## src/rtl/uart_tx.sv

```systemverilog
// UART transmitter, oversampled bit clock domain.
// Frame: idle low, START high start bits, DATA bits LSB first, STOP low stop bits.
// Each bit is held for OSR enabled clocks.
// Optional build macro UART_TX_PARITY_EN inserts an even-parity bit between data and stop.
module uart_tx #(
  parameter int START = 1,
  parameter int DATA  = 8,
  parameter int STOP  = 2,
  parameter int OSR   = 16
) (
  input  logic            i_divided_clk,
  input  logic            i_rst,
  input  logic            i_en,
  input  logic [DATA-1:0] i_data,
  input  logic            i_valid,
  output logic            o_ready,
  output logic            o_tx,
  output logic            o_done
);

  localparam int CNT_W = $clog2(OSR) + 1;
  localparam int IDX_W = $clog2(DATA) + 1;

  localparam logic [CNT_W-1:0] CNT_LAST   = CNT_W'(OSR - 1);
  localparam logic [IDX_W-1:0] START_LAST = IDX_W'(START - 1);
  localparam logic [IDX_W-1:0] DATA_LAST  = IDX_W'(DATA - 1);
  localparam logic [IDX_W-1:0] STOP_LAST  = IDX_W'(STOP - 1);

`ifdef UART_TX_PARITY_EN
  typedef enum logic [2:0] {
    S_IDLE   = 3'd0,
    S_START  = 3'd1,
    S_DATA   = 3'd2,
    S_PARITY = 3'd3,
    S_STOP   = 3'd4
  } state_t;
`else
  typedef enum logic [2:0] {
    S_IDLE  = 3'd0,
    S_START = 3'd1,
    S_DATA  = 3'd2,
    S_STOP  = 3'd4
  } state_t;
`endif

  state_t           state;
  logic [CNT_W-1:0] bit_cnt;
  logic [IDX_W-1:0] bit_idx;
  logic [DATA-1:0]  shift_reg;
  logic             bit_end;
`ifdef UART_TX_PARITY_EN
  logic             parity_bit;
`endif

  assign bit_end = (bit_cnt == CNT_LAST);

  // Frame sequencer: all state and the line itself are registered here so o_tx is glitch-free.
  always_ff @(posedge i_divided_clk or posedge i_rst) begin
    if (i_rst) begin
      state      <= S_IDLE;
      bit_cnt    <= '0;
      bit_idx    <= '0;
      shift_reg  <= '0;
      o_tx       <= 1'b0;
      o_ready    <= 1'b1;
      o_done     <= 1'b0;
`ifdef UART_TX_PARITY_EN
      parity_bit <= 1'b0;
`endif
    end else begin
      o_done <= 1'b0;
      if (i_en) begin
        case (state)
          S_IDLE: begin
            if (i_valid && o_ready) begin
              shift_reg  <= i_data;
`ifdef UART_TX_PARITY_EN
              parity_bit <= ^i_data;
`endif
              o_ready    <= 1'b0;
              o_tx       <= 1'b1;
              state      <= S_START;
              bit_cnt    <= '0;
              bit_idx    <= '0;
            end
          end

          S_START: begin
            if (bit_end) begin
              bit_cnt <= '0;
              if (bit_idx == START_LAST) begin
                state     <= S_DATA;
                bit_idx   <= '0;
                o_tx      <= shift_reg[0];
                shift_reg <= shift_reg >> 1;
              end else begin
                bit_idx <= bit_idx + 1'b1;
              end
            end else begin
              bit_cnt <= bit_cnt + 1'b1;
            end
          end

          S_DATA: begin
            if (bit_end) begin
              bit_cnt <= '0;
              if (bit_idx == DATA_LAST) begin
                bit_idx <= '0;
`ifdef UART_TX_PARITY_EN
                state   <= S_PARITY;
                o_tx    <= parity_bit;
`else
                state   <= S_STOP;
                o_tx    <= 1'b0;
`endif
              end else begin
                bit_idx   <= bit_idx + 1'b1;
                o_tx      <= shift_reg[0];
                shift_reg <= shift_reg >> 1;
              end
            end else begin
              bit_cnt <= bit_cnt + 1'b1;
            end
          end

`ifdef UART_TX_PARITY_EN
          S_PARITY: begin
            if (bit_end) begin
              bit_cnt <= '0;
              bit_idx <= '0;
              state   <= S_STOP;
              o_tx    <= 1'b0;
            end else begin
              bit_cnt <= bit_cnt + 1'b1;
            end
          end
`endif

          S_STOP: begin
            if (bit_end) begin
              bit_cnt <= '0;
              if (bit_idx == STOP_LAST) begin
                state   <= S_IDLE;
                bit_idx <= '0;
                o_ready <= 1'b1;
                o_done  <= 1'b1;
                o_tx    <= 1'b0;
              end else begin
                bit_idx <= bit_idx + 1'b1;
              end
            end else begin
              bit_cnt <= bit_cnt + 1'b1;
            end
          end

          default: begin
            state   <= S_IDLE;
            bit_cnt <= '0;
            bit_idx <= '0;
            o_ready <= 1'b1;
            o_tx    <= 1'b0;
          end
        endcase
      end
    end
  end

endmodule

```

## config.mk

```make
export PLATFORM = sky130hd
export DESIGN_NAME = uart_tx
export DESIGN_NICKNAME = d
export VERILOG_FILES = /design/src/rtl/uart_tx.sv
export SDC_FILE = /design/constraint.sdc
export NUM_CORES = 1
export LEC_CHECK = 0
export ABC_AREA = 1
export CORE_MARGIN = 5
export CORE_UTILIZATION = 55
export DETAILED_ROUTE_END_ITERATION = 8
export DONT_BUFFER_PORTS = 1
export PLACE_DENSITY = 0.76
export SETUP_SLACK_MARGIN = 0.4
export SLEW_MARGIN = 40
export SYNTH_ARGS = -nofsm -noshare
export SYNTH_HDL_FRONTEND = slang
export SYNTH_SLANG_ARGS = --single-unit
```

## constraint.sdc

```tcl
create_clock -name i_divided_clk -period 1.9 [get_ports i_divided_clk]
set_clock_uncertainty 0.05 [all_clocks]
set_input_delay 0 -clock i_divided_clk [delete_from_list [all_inputs] [get_ports i_divided_clk]]
set_output_delay 0 -clock i_divided_clk [all_outputs]
set_load 0.03 [all_outputs]
```

==> flow_summary_export.csv <==
group,metric,value,unit
clock_network,cts_tree,"yes",
logic_synthesis,synth_top_family_by_area,"simple AND/OR/NAND/NOR gates",
logic_synthesis,synth-xor-area-share,0.586,%
final_layout,largest_reg_flops,8,
hold_path,hold_path.class,"in -> reg",
route,ant_nets,0,
logic_synthesis,synth.area.mux_share,0,%
clock_network,clk_latency,0.31,ns
logic_synthesis,yosys.area_share.adder,4.18,%
logic_synthesis,synth_seq_cells,23,
sta,slew-limit-headroom,76.7,%
critical_path,worst_path_most_repeated_cell,"nand2_1",
final_layout,fill_cells,215,
critical_path,path_cells,"buf_4, ha_4, nand3_4, nand2_2, nand2_1, nor2_4, nand2_2, nand2_1, nand2_1",
sta,fin_tns_setup,0,ns
sta,worstMarginPinSlew,0.348,ns
power,powerDensity,420,nW/um^2
final_layout,final_layout_size_suffix_gt1_share,31.6,%
critical_path,path_buf_inv,1,
global_route,grt_pass1_wl,5580,um
floorplan,io_pins,15,
critical_path,critPathKind,"reg -> reg",
critical_path,cp_data_arrival_time,1.68,ns
critical_path,start_kind,"flop",
sta,min_period_over_period,79.5,%
sta,hold_viol,0,
route,remaining_drc_errors,0,
power,peakVddDrop,0.000418,V
critical_path,required,2.07,ns
logic_synthesis,yosys_warnings,0,
floorplan,core,2690,sq um
final_layout,stdcell_count,268,
outcome,status,"finished, final reports clean",
logic_synthesis,yosys.area_share.simple,46.5,%
logic_synthesis,synth-seq-area-share,38.6,%
power,leakage,0.953,nW
clock_network,cts_buffers,3,
clock_network,cts_htree_levels,1,
clock_network,cts_root_buffer,"clkbuf_4",
placement,gp_congestion,0.899,
route,detail_route.iter0.violations,98,
final_layout,layout_common_cells,"nand2_1 (86), nand2_2 (19), nand3_1 (17), dfrtp_1 (17), buf_4 (14)",
route,vias_per_cell,5.24,
global_route,use_met1,22.5,%
route,routed_wl,3270,um
run,maxCapViolCount,0,
global_route,gr-usage-met2,29.3,%
route,drt_pass1_iterations,4,
critical_path,worstPathMaxFanout,6,
clock_network,path_clk_slew,0.13,ns
critical_path,rrSetupSlack,0.39,ns
logic_synthesis,synth.distinct_cells,24,
clock_network,clk_path_buf_depth,2,
sta,finalSetupViolations,0,
logic_synthesis,netlist_instances,211,
route,avgRoutedWirePerCell,12.2,um
final_layout,final_nets,255,
global_route,grt_max_degree,24,
final_layout,num_antenna_cells,0,
global_route,grt_pass1_vias,1298,
global_route,grt-ovfl-total,0,
placement,dp_cells,243,
global_route,busiest_layer,"met2",
placement,hpwlAfterDp,2080,um
sta,drv_slew,0,
critical_path,critPathTopFamily,"simple AND/OR/NAND/NOR gates",
sta,timing.final.crit_period,1.51,ns
sta,fmax,0.662,GHz
logic_synthesis,synth_nets,228,
final_layout,final_common_cell,"nand2_1",
route,vias,1404,
critical_path,cp_slowest_stage_delay,0.44,ns
critical_path,endpoint_kind,"flop",
global_route,grt_usage,17.5,%
logic_synthesis,synth_area_per_cell,7.09,sq um
sta,rsz0062_at_grt,"yes",
floorplan,fp.dieH,62.1,um
final_layout,area_delta_synth_final,25.0,%
floorplan,dieArea,3860,sq um
logic_synthesis,synthesis.area,1500,sq um
global_route,use_met3,3.42,%
placement,io_buffers,0,
clock_network,cts_sinks,23,
logic_synthesis,synth-compound-area-share,2.68,%
critical_path,cp_slowest_cell,"dfrtp_2",
floorplan,start_util,55.7,%
floorplan,rows,19,
floorplan,die_w,62.1,um
global_route,antenna_found_initial,0,
final cells by class:
type | count | area [sq um] | share of cell area [%]
clock inverter | 1 | 5.00 | 0.268
sequential | 23 | 583 | 31.2
multi-input combinational | 165 | 928 | 49.7
timing repair buffer | 24 | 205 | 11.0
clock buffer | 3 | 22.5 | 1.20
tap | 31 | 38.8 | 2.07
inverter | 21 | 86.3 | 4.62
what timing repair did:
action / 4_1_cts / 5_1_grt
setup endpoints to repair: 21 / 18
resized for setup: 15 / 20
pin swaps: 5 / 20
buffers inserted: 5 / 6
endpoints found under the hold margin: 42 / 0
hold buffers: 10 / 0
stage by stage:
step	setup WS, ns	power (mW)	cell area [sq um]	hold slack [ns]	util (%)
global placement	0.214	0.534	1530	-0.100	56.8
floorplan	0.433	0.528	1500	-0.0488	-
global route	0.298	0.825	1870	0.0928	69.6
detailed placement	0.218	0.535	1530	-0.0996	56.8
finish	0.390	0.784	1870	0.0567	69.6
CTS	0.396	0.786	1750	0.0349	65.2
logic make-up (layout without fill, tap and decap cells):
logic type	count (synthesis)	after routing
AND/OR/NAND/NOR	151	151
flip-flops	23	23
buffers and inverters	23	49
XOR/XNOR	1	1
AO/OA/AOI/OAI	8	8
adder cells (fa/ha/maj)	5	5
report_power, final:
group / internal [mW] / total [mW] / switching [mW]
logic: 0.0254 / 0.0498 / 0.0244
registers: 0.493 / 0.498 / 0.00564
clock network: 0.0788 / 0.236 / 0.157
total: 0.597 / 0.784 / 0.187
Yosys cell counts, drive strengths merged:
library cell,number,share of area (%)
dfrtp,22,37
nor3,1,0.33
xor2,1,0.59
or2,1,0.42
dfstp,1,1.8
ha,5,4.2
o21ai,6,2.0
a21oi,2,0.67
nand4,3,1.7
nor2,15,5.1
buf,2,2.0
nand2,108,30
nand3,22,8.0
nand3b,1,0.50
inv,21,5.4
layer usage:
metal | vias to the layer above | wire length (um)
met1 | 659 | 1510
met3 | 4 | 137
met2 | 31 | 1590
met4 | 0 | 31
li1 | 710 | -
met5 | - | 0
worst reg2reg max path: cells and delay by family (launching register included):
kind / cells / cell delay, ns
and+or+nand+nor: 7 / 0.64
DFF: 1 / 0.44
adders and majority gates: 1 / 0.15
buffers and inverters: 1 / 0.14
final timing paths:
check	from	to	depth (start not counted)
worst min register to register	shift_reg[4]	shift_reg[4]	2
min in group asynchronous	i_rst	shift_reg[4]	3
max in group asynchronous	i_rst	o_ready	3
worst min-delay path	i_valid	bit_cnt[1]	5
worst max register to register	bit_idx[0]	state[0]	9
worst max-delay path	bit_idx[0]	state[0]	9
No activity file was read; power rests on OpenSTA's default activity.
